<file path="src/rtl/sw_cmd_sched.sv">
// Command scheduler and timebase for the BCD hh:mm stopwatch core: button
// conditioning, pending requests, fixed-priority arbitration and state filtering.
module sw_cmd_sched #(
  parameter int unsigned DIV       = 4,
  parameter int unsigned DB_CYCLES = 3
) (
  input  logic       clk,
  input  logic       rst_n,
  input  logic       btn_start,
  input  logic       btn_lap,
  input  logic       btn_stop,
  input  logic       btn_clr,
  input  logic       btn_load,
  input  logic [2:0] fsm_state,
  output logic       tick,
  output logic       start,
  output logic       lap,
  output logic       stop,
  output logic       clr,
  output logic       load,
  output logic       cmd_drop,
  output logic [7:0] drop_cnt
);

  localparam int unsigned NB    = 5;
  localparam int unsigned PRE_W = (DIV > 1) ? $clog2(DIV) : 1;
  localparam int unsigned DB_W  = $clog2(DB_CYCLES + 1);
  localparam int unsigned CNT_W = 3;

  // Button bit positions
  localparam int unsigned B_START = 0;
  localparam int unsigned B_LAP   = 1;
  localparam int unsigned B_STOP  = 2;
  localparam int unsigned B_CLR   = 3;
  localparam int unsigned B_LOAD  = 4;

  // Core state encodings
  localparam logic [2:0] ST_IDLE  = 3'd0;
  localparam logic [2:0] ST_RUN   = 3'd1;
  localparam logic [2:0] ST_LAP   = 3'd2;
  localparam logic [2:0] ST_STOP  = 3'd3;
  localparam logic [2:0] ST_CLEAR = 3'd4;

  logic [NB-1:0]    btn_raw;
  logic [NB-1:0]    sync1_q, sync1_d;
  logic [NB-1:0]    sync2_q, sync2_d;
  logic [DB_W-1:0]  db_cnt_q [NB];
  logic [DB_W-1:0]  db_cnt_d [NB];
  logic [NB-1:0]    db_lvl_q, db_lvl_d;
  logic [NB-1:0]    db_prev_q, db_prev_d;
  logic [NB-1:0]    pend_q, pend_d;
  logic [PRE_W-1:0] pre_cnt_q, pre_cnt_d;
  logic             tick_q, tick_d;
  logic [NB-1:0]    cmd_q, cmd_d;
  logic             cmd_drop_q, cmd_drop_d;
  logic [7:0]       drop_cnt_q, drop_cnt_d;

  logic [NB-1:0]    rise_c;
  logic [NB-1:0]    sel_c;
  logic [NB-1:0]    legal_c;
  logic [NB-1:0]    issue_c;
  logic [CNT_W-1:0] n_pend_c;
  logic [CNT_W-1:0] n_drop_c;
  logic [8:0]       drop_sum_c;
  logic             pre_last_c;

  assign btn_raw = {btn_load, btn_clr, btn_stop, btn_lap, btn_start};

  // Synchronise, debounce and edge-detect each button
  always_comb begin
    sync1_d   = btn_raw;
    sync2_d   = sync1_q;
    db_lvl_d  = db_lvl_q;
    db_prev_d = db_lvl_q;
    for (int i = 0; i < int'(NB); i++) begin
      db_cnt_d[i] = '0;
      if (sync2_q[i] != db_lvl_q[i]) begin
        if (32'(db_cnt_q[i]) + 32'd1 >= DB_CYCLES) begin
          db_lvl_d[i] = sync2_q[i];
        end else begin
          db_cnt_d[i] = db_cnt_q[i] + DB_W'(1);
        end
      end
    end
    rise_c = db_lvl_q & ~db_prev_q;
  end

  // Fixed-priority selection and legality filtering against the core state
  always_comb begin
    sel_c = '0;
    if      (pend_q[B_CLR])   sel_c[B_CLR]   = 1'b1;
    else if (pend_q[B_STOP])  sel_c[B_STOP]  = 1'b1;
    else if (pend_q[B_LAP])   sel_c[B_LAP]   = 1'b1;
    else if (pend_q[B_START]) sel_c[B_START] = 1'b1;
    else if (pend_q[B_LOAD])  sel_c[B_LOAD]  = 1'b1;

    legal_c = '0;
    case (fsm_state)
      ST_IDLE:  legal_c = 5'b00001;
      ST_RUN:   legal_c = 5'b11110;
      ST_LAP:   legal_c = 5'b01101;
      ST_STOP:  legal_c = 5'b01011;
      ST_CLEAR: legal_c = 5'b00111;
      default:  legal_c = 5'b00000;
    endcase

    issue_c  = sel_c & legal_c;
    n_pend_c = '0;
    for (int i = 0; i < int'(NB); i++) begin
      n_pend_c = n_pend_c + CNT_W'(pend_q[i]);
    end
    n_drop_c = n_pend_c - CNT_W'(|issue_c);
  end

  // Prescaler, command issue, pending update and drop accounting
  always_comb begin
    pre_last_c = (32'(pre_cnt_q) == DIV - 32'd1);
    pre_cnt_d  = pre_last_c ? '0 : pre_cnt_q + PRE_W'(1);
    tick_d     = pre_last_c;
    cmd_d      = '0;
    cmd_drop_d = 1'b0;
    drop_cnt_d = drop_cnt_q;
    drop_sum_c = 9'(drop_cnt_q) + 9'(n_drop_c);
    pend_d     = pend_q | rise_c;
    if (tick_d) begin
      cmd_d      = issue_c;
      cmd_drop_d = (n_drop_c != '0);
      drop_cnt_d = drop_sum_c[8] ? 8'hFF : drop_sum_c[7:0];
      // A press arriving on the clearing edge survives to the next tick
      pend_d     = rise_c;
    end
  end

  always_ff @(posedge clk or negedge rst_n) begin
    if (!rst_n) begin
      sync1_q    <= '0;
      sync2_q    <= '0;
      db_lvl_q   <= '0;
      db_prev_q  <= '0;
      pend_q     <= '0;
      pre_cnt_q  <= '0;
      tick_q     <= 1'b0;
      cmd_q      <= '0;
      cmd_drop_q <= 1'b0;
      drop_cnt_q <= '0;
      for (int i = 0; i < int'(NB); i++) db_cnt_q[i] <= '0;
    end else begin
      sync1_q    <= sync1_d;
      sync2_q    <= sync2_d;
      db_lvl_q   <= db_lvl_d;
      db_prev_q  <= db_prev_d;
      pend_q     <= pend_d;
      pre_cnt_q  <= pre_cnt_d;
      tick_q     <= tick_d;
      cmd_q      <= cmd_d;
      cmd_drop_q <= cmd_drop_d;
      drop_cnt_q <= drop_cnt_d;
      for (int i = 0; i < int'(NB); i++) db_cnt_q[i] <= db_cnt_d[i];
    end
  end

  assign tick     = tick_q;
  assign start    = cmd_q[B_START];
  assign lap      = cmd_q[B_LAP];
  assign stop     = cmd_q[B_STOP];
  assign clr      = cmd_q[B_CLR];
  assign load     = cmd_q[B_LOAD];
  assign cmd_drop = cmd_drop_q;
  assign drop_cnt = drop_cnt_q;

endmodule

</file>
<file path="config.mk">
export PLATFORM = sky130hd
export DESIGN_NAME = sw_cmd_sched
export DESIGN_NICKNAME = d
export VERILOG_FILES = /design/src/rtl/sw_cmd_sched.sv
export SDC_FILE = /design/constraint.sdc
export NUM_CORES = 1
export LEC_CHECK = 0
export ABC_CLOCK_PERIOD_IN_PS = 4620
export BUFFER_PORTS_ARGS = -buffer_cell sky130_fd_sc_hd__buf_4
export CAP_MARGIN = 20
export CORE_MARGIN = 1.5
export CORE_UTILIZATION = 40
export DETAILED_ROUTE_END_ITERATION = 8
export PLACE_DENSITY_LB_ADDON = 0.12
export SYNTH_ARGS = -nofsm -noshare
export SYNTH_HDL_FRONTEND = slang
export SYNTH_SLANG_ARGS = --single-unit
</file>
<file path="constraint.sdc">
create_clock -name clk -period 4.62 [get_ports clk]
set_input_delay 0 -clock clk [delete_from_list [all_inputs] [get_ports clk]]
set_output_delay 0 -clock clk [all_outputs]
set_load 0.05 [all_outputs]
</file>
==> flow_metrics.tcl, run 1 <==
set metrics [dict create \
    fp.dieH_um 75.5 \
    placedCellCount 262 \
    final.min_clock_period_ns 4.01 \
    relSlewSlack_pct 56.2 \
    grt_max_degree 53 \
    ir_drop_uv 336 \
    grt_pass1_wl_um 5610 \
    fin_nets 226 \
    hold_viol_final 0 \
    rows 26 \
    grt_pass1_vias 1321 \
    synth_top_cell_by_area "dfrtp_1" \
    viasPerCell 4.83 \
    skew_ns 0.00346 \
    r2r-start "pend_q[0]" \
    hpwl_um 2390 \
    die_w_um 75.5 \
    worstPathMaxFanout 8 \
    synth_area_per_cell_um2 12.3 \
    clkTransAtPathRegs_ns 0.09 \
    busiest_layer "met2" \
    tightest_slew_ns 0.657 \
    synth_ff_type "dfrtp_1" \
    slew_violations 0 \
    synth_edf_count 0 \
    arrival_ns 4.20 \
    end_kind "flip-flop" \
    pre_cts_ws_ns 0.684 \
    track_usage_pct 13.3 \
    portBuffers 24 \
    diodes 0 \
    min_path_type "input port to flip-flop" \
    critical_path.endpoint "drop_cnt[6]" \
    post_cts_resized 0 \
    drt_wl_total_um 3300 \
    r2r-end "drop_cnt[6]" \
    place_congestion 0.817 \
    max_cap_viol_count 0 \
    async_flop_share_pct 100 \
    ios 25 \
    worst_slack_ns 0.615 \
    ys_types 38 \
    grt_use_met1_pct 16.0 \
    cts-root-buf "clkbuf_8" \
    p_per_area_mw_per_mm2 721 \
    leakage_nw 1.17 \
    drtPass1Iterations 4 \
    fin_tns_setup_ns 0 \
    vias 1343 \
    fin_crit_sh_pct 86.7 \
    yosysSeqAreaShare_pct 62.0 \
    fin_cells 278 \
    ctsLongestPathBuffers 2 \
    r2r_slack_ns 0.64 \
    gr-total-overflow 0 \
    initial_core_util_pct 41.4 \
    antenna_found_initial 0 \
    synthTopCellsByArea "dfrtp_1, fa_1, inv_1, ha_1, nand2_1" \
    worstPathRequired_ns 4.81 \
    drc 0 \
    yosysWarnings 0 \
    syn_area_mm2 0.00210 \
    cts_tree "yes" \
    rsz0062_at_grt "no" \
    cts_setup_buffers 0 \
    core_area_mm2 0.00507 \
    max_freq_mhz 250 \
    cp-startpoint "fsm_state[2]" \
    worstSetupPathType "input port to flip-flop" \
    wl_per_cell_um 11.9 \
    synth_seq_cells 52 \
    setup_violations 0 \
    ctsHoldBuffers 8 \
    synth_top_area_share_pct 62.0 \
    syn-instance-count 171 \
    die_area_mm2 0.00569 \
    status "finished clean" \
    cts_buffers 5 \
    synth_nets 190 \
    worst_setup_path_start_kind "input port" \
    drtIter0Drc 62 \
    cts.sinks 52 \
    syn_to_final_growth_pct 20.5 \
    met3_usage_pct 3.57 \
    drive_gt1_share_pct 16.8 \
    clock_latency_ns 0.30 \
    cts_max_level 2 \
    antenna_left 0 \
    gr-usage-met2_pct 21.9 \
    reg2reg_depth 13 \
]
## stage by stage
step / area (um2) / hold slack (ns) / total power, W / util, %
after global placement: 2350 / 0.0493 / 0.00152 / 46.4
after floorplan: 2100 / -0.296 / 0.00135 / -
after detailed placement: 2350 / 0.0668 / 0.00157 / 46.4
final: 2530 / 0.0427 / 0.00182 / 49.9
after global routing: 2530 / 0.0514 / 0.00199 / 49.9
after CTS: 2530 / 0.0255 / 0.00185 / 49.9
## state kept, by name (all words and copies together) (netlist names), 5 cells and up
register,flops
cmd_q,5
db_cnt_q,10
db_lvl_q,5
db_prev_q,5
drop_cnt,8
pend_q,5
sync1_q,5
sync2_q,5
## power breakdown
group          internal (W)  switching (W)
combinational      0.000352       0.000519
clock              0.000122       0.000141
sequential         0.000587       0.000103
## final cells by class
class	instances	area (um2)
sequential	52	1300
multi-input combinational	98	717
fill	469	2540
clock inverter	2	13.8
inverter	18	67.6
timing repair buffer	32	260
clock buffer	6	82.6
tap	70	87.6
## cells in the mapped netlist, types with 4 or more instances
cell type  number
dfrtp_1        52
fa_1            4
ha_1            5
inv_1          18
mux2i_1         5
nand2_1        14
nand3_1         4
nor2_1          5
nor3_1          7
nor3b_1         6
o21ai_0         9
o22ai_1         6
xnor2_1         6
## cells in the final DEF (no fill, tap or decap), types with 2 or more instances in the layout
cell / instances
xor2_1: 2
nor2_1: 5
dfrtp_1: 52
dlygate4sd3_1: 8
nand2_1: 14
ha_1: 5
mux2i_1: 5
o22ai_1: 6
o2111ai_1: 2
clkbuf_8: 6
nor3_1: 7
buf_4: 24
o21ai_0: 9
nand3_1: 4
mux2_2: 2
nor3b_1: 6
fa_1: 4
nor4b_1: 2
xnor2_1: 6
inv_1: 18
## layer usage
| layer | share of wire [%] | routed length (um) |
|---|---|---|
| met5 | 0 | 0 |
| met3 | 4.3 | 142 |
| met4 | 2.1 | 69 |
| met2 | 48 | 1590 |
| met1 | 45 | 1500 |
## kinds of logic after synthesis
logic type | after synthesis | share of synthesized area, %
AND/OR/NAND/NOR | 47 | 11.8
buffers and inverters | 21 | 3.87
XOR/XNOR | 8 | 3.34
AO/OA/AOI/OAI | 27 | 8.76
multiplexers | 7 | 3.46
adder cells (fa/ha/maj) | 9 | 6.79
flip-flops | 52 | 62.0
## worst max-delay path, stage by stage
cell	delay (ns)
dlygate4sd3_1	0.54
buf_4	0.17
or2_1	0.25
a311oi_1	0.31
o22ai_1	0.16
ha_1	0.31
fa_1	0.46
fa_1	0.38
inv_1	0.07
fa_1	0.44
inv_1	0.10
fa_1	0.20
and2b_1	0.23
o2111ai_1	0.22
mux2_2	0.35
## how the worst min path moves through the flow
stage | startpoint | slack, ns | cells past startpoint | to
2_1_floorplan | rst_n | -0.30 | 0 | cmd_drop
3_3_place_gp | rst_n | 0.05 | 1 | drop_cnt[3]
3_5_place_dp | rst_n | 0.07 | 1 | drop_cnt[3]
4_1_cts | fsm_state[0] | 0.03 | 4 | cmd_q[0]
5_1_grt | fsm_state[0] | 0.05 | 4 | cmd_q[2]
6_report | fsm_state[0] | 0.04 | 4 | cmd_q[0]
No activity file was read; power rests on OpenSTA's default activity.
==> run 2: changes to the inputs <==
- CTS_BUF_LIST: default -> sky130_fd_sc_hd__clkbuf_16
==> flow_metrics.tcl, run 2 (same netlist as run 1, synthesis figures left out) <==
set metrics [dict create \
    status "finished clean" \
    place_congestion 0.817 \
    fp.dieH_um 75.5 \
    ctsLongestPathBuffers 2 \
    hold_viol_final 0 \
    drive_gt1_share_pct 16.3 \
    hpwl_um 2390 \
    drtIter0Drc 50 \
    multi_input_area_um2 717 \
    gr-total-overflow 0 \
    drtPass1Iterations 4 \
    max_cap_viol_count 0 \
    fillCellCount 462 \
    clock_latency_ns 0.28 \
    fin_cells 278 \
    clkTransAtPathRegs_ns 0.06 \
    cts_tree "yes" \
    worstSetupPathType "input port to flip-flop" \
    r2r_slack_ns 0.68 \
    holdCritStartpoint "fsm_state[0]" \
    cts-root-buf "clkbuf_16" \
    worst_slack_ns 0.608 \
    wl_per_cell_um 11.9 \
    fin_crit_sh_pct 86.8 \
    syn_to_final_growth_pct 22.7 \
    arrival_ns 4.18 \
    r2r-start "pend_q[0]" \
    worstPathRequired_ns 4.79 \
    drt_wl_total_um 3300 \
    track_usage_pct 13.5 \
    portBuffers 24 \
    core_area_mm2 0.00507 \
    min_path_type "input port to flip-flop" \
    relSlewSlack_pct 56.2 \
    placedCellCount 262 \
    ir_drop_uv 336 \
    registers.top_by_ff_count "db_cnt_q" \
    cts_max_level 2 \
    rsz0062_at_grt "no" \
    antenna_left 0 \
    cts_buffers 5 \
    tightest_slew_ns 0.658 \
    diodes 0 \
    skew_ns 0.00291 \
    antenna_found_initial 0 \
    pre_cts_ws_ns 0.684 \
    final.min_clock_period_ns 4.01 \
    grt_pass1_vias 1346 \
    fin_tns_setup_ns 0 \
    seq_area_mm2 0.00130 \
    ios 25 \
    largest_reg_flops 10 \
    drc 0 \
    setup_violations 0 \
    grt_max_degree 53 \
    die_w_um 75.5 \
    cp-startpoint "fsm_state[2]" \
    rows 26 \
    die_area_mm2 0.00569 \
    end_kind "flip-flop" \
    layout_common_cells "dfrtp_1, buf_4, inv_1, nand2_1, o21ai_0" \
    grt_pass1_wl_um 5750 \
    fin_nets 226 \
    vias 1343 \
    leakage_nw 1.19 \
    whs_ns 0.0624 \
    viasPerCell 4.83 \
    slew_violations 0 \
    cts.sinks 52 \
    worst_setup_path_start_kind "input port" \
    worstPathMaxFanout 8 \
    max_freq_mhz 249 \
    layout_commonest_cell "dfrtp_1" \
    initial_core_util_pct 41.4 \
    p_per_area_mw_per_mm2 742 \
]
-- run 2: cell count changes in the layout (fill, tap and decap cells not counted), sizes merged --
| cell | delta |
|---|---|
| clkbuf | -1 |
| clkinv | +1 |
-- run 2: worst paths after layout --
kind | endpoint | depth (start not counted)
max | drop_cnt[6] | 15
min | cmd_q[0] | 4
max reg2reg | drop_cnt[6] | 13
min reg2reg | sync2_q[0] | 0
max in group asynchronous | db_lvl_q[0] | 2
min in group asynchronous | drop_cnt[3] | 2
-- run 2: area by class of cell --
cell class,count,share of cell area (%)
flip-flops and latches,52,50.5
multi-input cells,98,27.8
repair buffers,32,10.1
clock buffers,5,4.86
well taps,70,3.40
inverters,18,2.62
clock inverters,3,0.680
-- run 2: per-stage QoR --
step                util, %  area [um2]  total power (W)
CTS                    50.8        2580          0.00193
global route           50.8        2580          0.00208
finish                 50.8        2580          0.00191
floorplan                 -        2100          0.00135
global placement       46.4        2350          0.00152
detailed placement     46.4        2350          0.00157
-- run 2: routing by layer --
layer	routed length [um]	global-route usage (%)
met3	137	3.57
met4	58	6.15
met5	0	0
met2	1610	22.8
met1	1490	16.2
-- run 2: worst max-delay path: stages --
cell and delay (ns):
dlygate4sd3_1 0.54, buf_4 0.17, or2_1 0.25, a311oi_1 0.30
o22ai_1 0.15, ha_1 0.30, fa_1 0.46, fa_1 0.38
inv_1 0.07, fa_1 0.45, inv_1 0.10, fa_1 0.21
and2b_1 0.23, o2111ai_1 0.23, mux2_2 0.35
-- run 2: where the power goes --
part	leakage (nW)	total (W)	switching, W	internal [W]
Combinational	0.474	0.000869	0.000517	0.000351
Clock	0.0716	0.000349	0.000150	0.000200
Sequential	0.648	0.000693	0.000104	0.000589
-- run 2: what timing repair did --
action / CTS / global route
hold buffers: 8 / 0
gates resized for setup: 0 / 0
hold endpoints to repair: 59 / 0
setup buffers: 0 / 0
